File: config.mk
export PLATFORM = sky130hd
export DESIGN_NAME = scan_seq_ctrl
export DESIGN_NICKNAME = d
export VERILOG_FILES = /design/src/rtl/scan_seq_pkg.sv /design/src/rtl/scan_resp_checker.sv /design/src/rtl/scan_seq_ctrl.sv
export SDC_FILE = /design/constraint.sdc
export NUM_CORES = 1
export LEC_CHECK = 0
export BUFFER_PORTS_ARGS = -buffer_cell sky130_fd_sc_hd__buf_2
export CAP_MARGIN = 20
export CORE_ASPECT_RATIO = 0.8
export CORE_MARGIN = 4
export CORE_UTILIZATION = 50
export DETAILED_ROUTE_END_ITERATION = 10
export HOLD_SLACK_MARGIN = 0.03
export PLACE_DENSITY = 0.73
export REMOVE_ABC_BUFFERS = 1
export SETUP_SLACK_MARGIN = 0.02
export SLEW_MARGIN = 15
export SYNTH_ARGS = -nofsm -noshare
export SYNTH_HDL_FRONTEND = slang
export SYNTH_SLANG_ARGS = --single-unit
File: constraint.sdc
create_clock -name CK -period 4.5 [get_ports CK]
set_clock_uncertainty 0.15 [all_clocks]
set_input_delay 1.35 -clock CK [delete_from_list [all_inputs] [get_ports CK]]
set_output_delay 1.35 -clock CK [all_outputs]
set_load 0.01 [all_outputs]
File: src/rtl/scan_seq_pkg.sv
// scan_seq_pkg: shared types for the scan sequencer.
// Holds the FSM state enum, chain-count default and beat-index width.
package scan_seq_pkg;

  localparam int NUM_CHAINS_DEF = 7;

  typedef enum logic [2:0] {
    S_IDLE,
    S_SHIFT,
    S_CAPTURE,
    S_FLUSH,
    S_DONE
  } state_t;

  function automatic int beat_w(input int len);
    return (len > 2) ? $clog2(len) : 1;
  endfunction

endpackage

File: src/rtl/scan_resp_checker.sv
// scan_resp_checker: compares unloaded scan data against masked expects.
// In: clk, rst_n, clr, beat_vld, exp/mask/tags, so. Out: fail_cnt, first-fail.
module scan_resp_checker
  import scan_seq_pkg::*;
#(
  parameter int NUM_CHAINS = NUM_CHAINS_DEF,
  parameter int PAT_W      = 16,
  parameter int BW         = 6
) (
  input  logic                  clk,
  input  logic                  rst_n,
  input  logic                  clr,
  input  logic                  beat_vld,
  input  logic [NUM_CHAINS-1:0] exp_bits,
  input  logic [NUM_CHAINS-1:0] mask_bits,
  input  logic [PAT_W-1:0]      tag_pat,
  input  logic [BW-1:0]         tag_beat,
  input  logic [NUM_CHAINS-1:0] so,
  output logic [PAT_W-1:0]      fail_cnt,
  output logic                  ff_valid,
  output logic [PAT_W-1:0]      ff_pat,
  output logic [BW-1:0]         ff_beat,
  output logic [NUM_CHAINS-1:0] ff_vec
);

  logic                  s1_vld;
  logic [NUM_CHAINS-1:0] s1_exp;
  logic [NUM_CHAINS-1:0] s1_mask;
  logic [PAT_W-1:0]      s1_pat;
  logic [BW-1:0]         s1_beat;
  logic                  s2_vld;
  logic [NUM_CHAINS-1:0] s2_vec;
  logic [PAT_W-1:0]      s2_pat;
  logic [BW-1:0]         s2_beat;

  // s1 holds the beat launched last edge; so is
  // sampled at the edge the chain shifts it out.
  always_ff @(posedge clk or negedge rst_n) begin
    if (!rst_n) begin
      s1_vld   <= 1'b0;
      s1_exp   <= '0;
      s1_mask  <= '0;
      s1_pat   <= '0;
      s1_beat  <= '0;
      s2_vld   <= 1'b0;
      s2_vec   <= '0;
      s2_pat   <= '0;
      s2_beat  <= '0;
      fail_cnt <= '0;
      ff_valid <= 1'b0;
      ff_pat   <= '0;
      ff_beat  <= '0;
      ff_vec   <= '0;
    end else begin
      s1_vld <= beat_vld && !clr;
      if (beat_vld) begin
        s1_exp  <= exp_bits;
        s1_mask <= mask_bits;
        s1_pat  <= tag_pat;
        s1_beat <= tag_beat;
      end
      s2_vld  <= s1_vld && !clr;
      s2_vec  <= (so ^ s1_exp) & s1_mask;
      s2_pat  <= s1_pat;
      s2_beat <= s1_beat;
      if (clr) begin
        fail_cnt <= '0;
        ff_valid <= 1'b0;
        ff_pat   <= '0;
        ff_beat  <= '0;
        ff_vec   <= '0;
      end else if (s2_vld && |s2_vec) begin
        if (fail_cnt != '1) fail_cnt <= fail_cnt + 1'b1;
        if (!ff_valid) begin
          ff_valid <= 1'b1;
          ff_pat   <= s2_pat;
          ff_beat  <= s2_beat;
          ff_vec   <= s2_vec;
        end
      end
    end
  end

endmodule

File: src/rtl/scan_seq_ctrl.sv
// scan_seq_ctrl: scan load/unload sequencer with overlapped response check.
// In: CK, RSTN, start, abort, num_patterns, pat_* stream, SO_chain.
// Out: pat_ready, SI_chain, scan_en, test_en, busy, done, underrun, fail data.
module scan_seq_ctrl
  import scan_seq_pkg::*;
#(
  parameter int  NUM_CHAINS = NUM_CHAINS_DEF,
  parameter int  CHAIN_LEN  = 43,
  parameter int  PAT_W      = 16,
  localparam int BW         = beat_w(CHAIN_LEN)
) (
  input  logic                  CK,
  input  logic                  RSTN,
  input  logic                  start,
  input  logic                  abort,
  input  logic [PAT_W-1:0]      num_patterns,
  input  logic                  pat_valid,
  output logic                  pat_ready,
  input  logic [NUM_CHAINS-1:0] pat_si,
  input  logic [NUM_CHAINS-1:0] pat_exp,
  input  logic [NUM_CHAINS-1:0] pat_mask,
  output logic [NUM_CHAINS-1:0] SI_chain,
  input  logic [NUM_CHAINS-1:0] SO_chain,
  output logic                  scan_en,
  output logic                  test_en,
  output logic                  busy,
  output logic                  done,
  output logic                  underrun,
  output logic [PAT_W-1:0]      fail_cnt,
  output logic                  first_fail_valid,
  output logic [PAT_W-1:0]      first_fail_pat,
  output logic [BW-1:0]         first_fail_beat,
  output logic [NUM_CHAINS-1:0] first_fail_vec
);

  state_t                state_q, state_d;
  logic [BW-1:0]         beat_q;
  logic [PAT_W-1:0]      pat_q;
  logic [PAT_W-1:0]      npat_q;
  logic                  shifting;
  logic                  go;
  logic                  beat_ok;
  logic                  hole;
  logic                  last_beat;
  logic                  pat_more;
  logic [PAT_W:0]        pat_inc;
  logic [PAT_W-1:0]      tag_pat;
  logic [NUM_CHAINS-1:0] mask_eff;

  assign shifting  = (state_q == S_SHIFT) ||
                     (state_q == S_FLUSH);
  assign pat_ready = shifting;
  assign busy      = (state_q != S_IDLE);
  assign done      = (state_q == S_DONE);
  assign test_en   = scan_en;

  assign go        = start && !abort &&
                     (state_q == S_IDLE);
  assign beat_ok   = shifting && pat_valid && !abort;
  assign hole      = shifting && !pat_valid && !abort;
  assign last_beat = (beat_q == BW'(CHAIN_LEN - 1));
  assign pat_inc   = {1'b0, pat_q} + 1'b1;
  assign pat_more  = (pat_inc < {1'b0, npat_q});

  // Unload of load p belongs to pattern p-1; in FLUSH p==N.
  assign tag_pat  = pat_q - 1'b1;
  assign mask_eff = ((state_q == S_SHIFT) && (pat_q == '0))
                  ? '0 : pat_mask;

  always_comb begin
    state_d = state_q;
    if (abort) begin
      state_d = S_IDLE;
    end else begin
      unique case (state_q)
        S_IDLE:
          if (start)
            state_d = (num_patterns == '0) ? S_DONE : S_SHIFT;
        S_SHIFT:
          if (!pat_valid)     state_d = S_IDLE;
          else if (last_beat) state_d = S_CAPTURE;
        S_CAPTURE:
          state_d = pat_more ? S_SHIFT : S_FLUSH;
        S_FLUSH:
          if (!pat_valid)     state_d = S_IDLE;
          else if (last_beat) state_d = S_DONE;
        S_DONE:
          state_d = S_IDLE;
        default:
          state_d = S_IDLE;
      endcase
    end
  end

  // scan_en follows accepted beats one edge later, so the
  // gap after the last load beat is the capture cycle.
  always_ff @(posedge CK or negedge RSTN) begin
    if (!RSTN) begin
      state_q  <= S_IDLE;
      beat_q   <= '0;
      pat_q    <= '0;
      npat_q   <= '0;
      underrun <= 1'b0;
      scan_en  <= 1'b0;
      SI_chain <= '0;
    end else begin
      state_q  <= state_d;
      scan_en  <= beat_ok;
      SI_chain <= '0;
      if (beat_ok && (state_q == S_SHIFT)) SI_chain <= pat_si;
      if (go) begin
        npat_q   <= num_patterns;
        pat_q    <= '0;
        beat_q   <= '0;
        underrun <= 1'b0;
      end
      if (beat_ok) beat_q <= last_beat ? '0 : beat_q + 1'b1;
      if ((state_q == S_CAPTURE) && !abort)
        pat_q <= pat_inc[PAT_W-1:0];
      if (hole) underrun <= 1'b1;
    end
  end

  scan_resp_checker #(
    .NUM_CHAINS (NUM_CHAINS),
    .PAT_W      (PAT_W),
    .BW         (BW)
  ) u_chk (
    .clk       (CK),
    .rst_n     (RSTN),
    .clr       (go),
    .beat_vld  (beat_ok),
    .exp_bits  (pat_exp),
    .mask_bits (mask_eff),
    .tag_pat   (tag_pat),
    .tag_beat  (beat_q),
    .so        (SO_chain),
    .fail_cnt  (fail_cnt),
    .ff_valid  (first_fail_valid),
    .ff_pat    (first_fail_pat),
    .ff_beat   (first_fail_beat),
    .ff_vec    (first_fail_vec)
  );

endmodule

==> metrics.md <==
| Metric | Value |
|---|---|
| Largest net degree at the start of global routing | 69 |
| Worst Tran Pin Value | 948 ps |
| Ys async rst share | 100% |
| Clk pwr share | 32.2% |
| Tcrit/Tclk final | 78.0% |
| Outcome | finished clean |
| Core footprint | 0.0138 mm² |
| Ys flop type | dfrtp_1 |
| CTS tree | done |
| Mapped Area | 0.00721 mm² |
| Global-route wire length before repair | 26100 µm |
| Port bufs | 107 |
| Pwr Density | 552 mW/mm² |
| Sw Pwr | 1.45 mW |
| Worst setup path endpoint | state_q[1]$_DFFE_PN0P_ |
| Via Count | 5387 |
| # nets final | 848 |
| Tmin final | 3510 ps |
| Setup tns final | 0 ps |
| H-tree levels | 4 |
| Synth cell types | 48 |
| Worst Setup End Kind | flop |
| Clk sinks | 163 |
| Final Util | 61.2% |
| Synth top area share | 56.5% |
| Post-synth EDFFs | 0 |
| Worst vdd ir | 0.312 mV |
| Flops & latches, synth | 163 |
| Sw frac | 31.0% |
| Num rows | 38 |
| Final setup fails | 0 |
| R2r worst-path depth | 11 |
| Initial antenna violation count | 0 |
| Final hold violation count | 0 |
| Seq/Total Area, Yosys | 56.5% |
| Internal power | 3.23 mW |
| LEAKAGE | 4.27 nW |
| Post-Synthesis Cells | 687 |
| Gate power share | 22.5% |
| Number of global-route vias before repair | 5365 |
| WP data arrival | 3660 ps |
| Design Power | 4.67 mW |
| Critical path class | reg2reg |
| Post-CTS Setup Inserts | 0 |
| Reg-to-reg endpoint | state_q[1]$_DFFE_PN0P_ |
| Worst R2R Setup Slack | 990 ps |
| Routed wire length per instance | 16.0 µm |
| RSZ-0062 raised after global routing | false |
| Starting Density | 52.1% |
| Worst-path clk slew | 70 ps |
| Avg Vias per Cell | 5.55 |
| CTS Root Cell | clkbuf_16 |
| Wirelength, routed | 15600 µm |
| Total die area | 0.0164 mm² |
| Worst setup SP type | flop |
| Clk_lat worst skew | 430 ps |
| Required time of the critical path | 4650 ps |
| Slew headroom | 36.6% |
| Commonest cells after routing, fill and taps aside | dfrtp_1 (163), buf_2 (106), nand2_1 (101) |
| CP cell instances | ha_1 -> nand4_1 -> nor4_1 -> nand3_1 -> xnor2_1 -> ha_1 -> a21oi_1 -> nor2b_1 -> a311oi_1 -> a2bb2oi_1 -> o21ai_0 |
| Max Clock Freq | 285 MHz |
| Design area | 0.00847 mm² |
| Grt total ovfl | 0 |
| Top-Level Pins | 108 |
| Syn Area/Cell | 10.5 µm² |
| CTS max path bufs | 2 |
| Cell accounting for the most synthesized area | dfrtp_1 |
| Dpl cell area | 0.00785 mm² |
| Area Growth Syn to Fin | 17.4% |
| Slowest CP cell | nor4_1 |
| Die X-Extent | 142 µm |
| Num CTS Buffers | 17 |
| DRT iter0 DRCs | 334 |
| Remaining antenna violation count | 0 |
| CP Max Fanout | 11 |
| DRC | 0 |
| R2r startpoint | pat_q[0]$_DFFE_PN0P_ |
| RD Place Congestion | 0.833 |
| Commonest non-fill, non-tap cell in the layout | dfrtp_1 |
| All-Layer GR Usage | 20.0% |
| Warnings from Yosys | 0 |
| Diodes inserted | 0 |
| Slew Limit Fails | 0 |
| Most used cell, CP | ha_1 |
| Sequential share of power | 45.2% |
| Post-DP HPWL | 10900 µm |
| First-pass detailed-route iteration total | 4 |
| Die height | 115 µm |
| Hold/Removal Path Class | reg2reg |
| CP startpoint | pat_q[0]$_DFFE_PN0P_ |
| Slowest Stage Delay on Critical Path | 750 ps |
| Post-CTS sizing | 0 |
| MaxCap Viol Count | 0 |
| Top area cells in the synthesized netlist | dfrtp_1 (57%), nand2_1 (5.3%), a22o_1 (5.0%) |
| Hold buffers post-CTS | 0 |
| Fraction of layout cells with a size suffix above 1 | 20.0% |
==> registers in the layout, summed over array words and instances (netlist names), 7 cells and up <==
| signal | cells |
|---|---|
| u_chk.s1_exp | 7 |
| u_chk.fail_cnt | 16 |
| u_chk.ff_pat | 16 |
| npat_q | 16 |
| u_chk.ff_vec | 7 |
| SI_chain | 7 |
| u_chk.s1_pat | 16 |
| u_chk.s2_vec | 7 |
| pat_q | 16 |
| u_chk.s2_pat | 16 |
| u_chk.s1_mask | 7 |
==> stage by stage <==
step,hold WS (ps),setup slack [ps],instances
detailed placement,209,961,939
finish,214,988,971
global route,229,725,971
global placement,208,1030,939
CTS,217,1050,971
floorplan,204,264,644
==> power groups by stage <==
stage | logic [mW] | registers, mW | clock network, mW
after floorplan | 0.682 | 2.11 | 0
after global placement | 1.02 | 2.12 | 0
after detailed placement | 1.06 | 2.13 | 0
after CTS | 1.07 | 2.11 | 1.54
after global routing | 1.20 | 2.16 | 1.60
final | 1.05 | 2.11 | 1.51
==> worst max-delay path: cells and delay by family, from the launching register on <==
family,cells,cell delay (ps)
AO/OA/AOI/OAI,4,690
XOR/XNOR,1,180
adder cells (fa/ha/maj),2,610
flip-flops,1,530
AND/OR/NAND/NOR,4,1230
==> Yosys cell counts (all sizes together), types with 18 or more instances <==
cell type	number
nand2	101
xnor2	26
inv	24
a21oi	18
xor2	19
nor2	40
clkbuf	30
o21ai	62
ha	21
a22o	41
nand3	20
dfrtp	163
==> layer usage <==
layer	track usage [%]	part of all wire, %	vias up	wire (µm)
met2	31.5	47	157	7280
li1	-	-	2586	-
met4	7.99	2.1	0	323
met1	27.4	46	2614	7130
met3	4.46	5.4	30	835
met5	0	0	-	0
==> how the worst min path moves through the flow <==
| stage | endpoint | depth (start not counted) | slack, ps | start |
|---|---|---|---|---|
| after floorplan | u_chk.s2_beat[0]$_DFF_PN0_ | 0 | 200 | u_chk.s1_beat[0]$_DFFE_PN0P_ |
| after detailed placement | u_chk.s2_pat[6]$_DFF_PN0_ | 0 | 210 | u_chk.s1_pat[6]$_DFFE_PN0P_ |
| after global placement | u_chk.s2_pat[11]$_DFF_PN0_ | 0 | 210 | u_chk.s1_pat[11]$_DFFE_PN0P_ |
| final | u_chk.s2_pat[3]$_DFF_PN0_ | 0 | 210 | u_chk.s1_pat[3]$_DFFE_PN0P_ |
| after CTS | u_chk.s2_pat[3]$_DFF_PN0_ | 0 | 220 | u_chk.s1_pat[3]$_DFFE_PN0P_ |
| after global routing | u_chk.s2_pat[3]$_DFF_PN0_ | 0 | 230 | u_chk.s1_pat[3]$_DFFE_PN0P_ |
==> area by class of cell <==
cell class,instances,area [µm²]
fillers,1098,5370
flip-flops and latches,163,4080
multi-input cells,457,2850
repair buffers,115,602
clock buffers,19,443
well taps,180,225
clock inverters,13,173
inverters,24,90.1
==> cell families (layout without fill, tap and decap cells) <==
| logic type | Yosys count | in the layout | synth area share, % |
|---|---|---|---|
| adders and majority gates | 21 | 21 | 3.64 |
| xor gates and xnor gates | 45 | 45 | 5.46 |
| buffers and inverters | 67 | 171 | 4.13 |
| DFF | 163 | 163 | 56.5 |
| AOI/OAI and AO/OA | 147 | 147 | 13.7 |
| and+or+nand+nor | 244 | 244 | 16.5 |
Note: power is estimated with default switching activity, not from simulation.
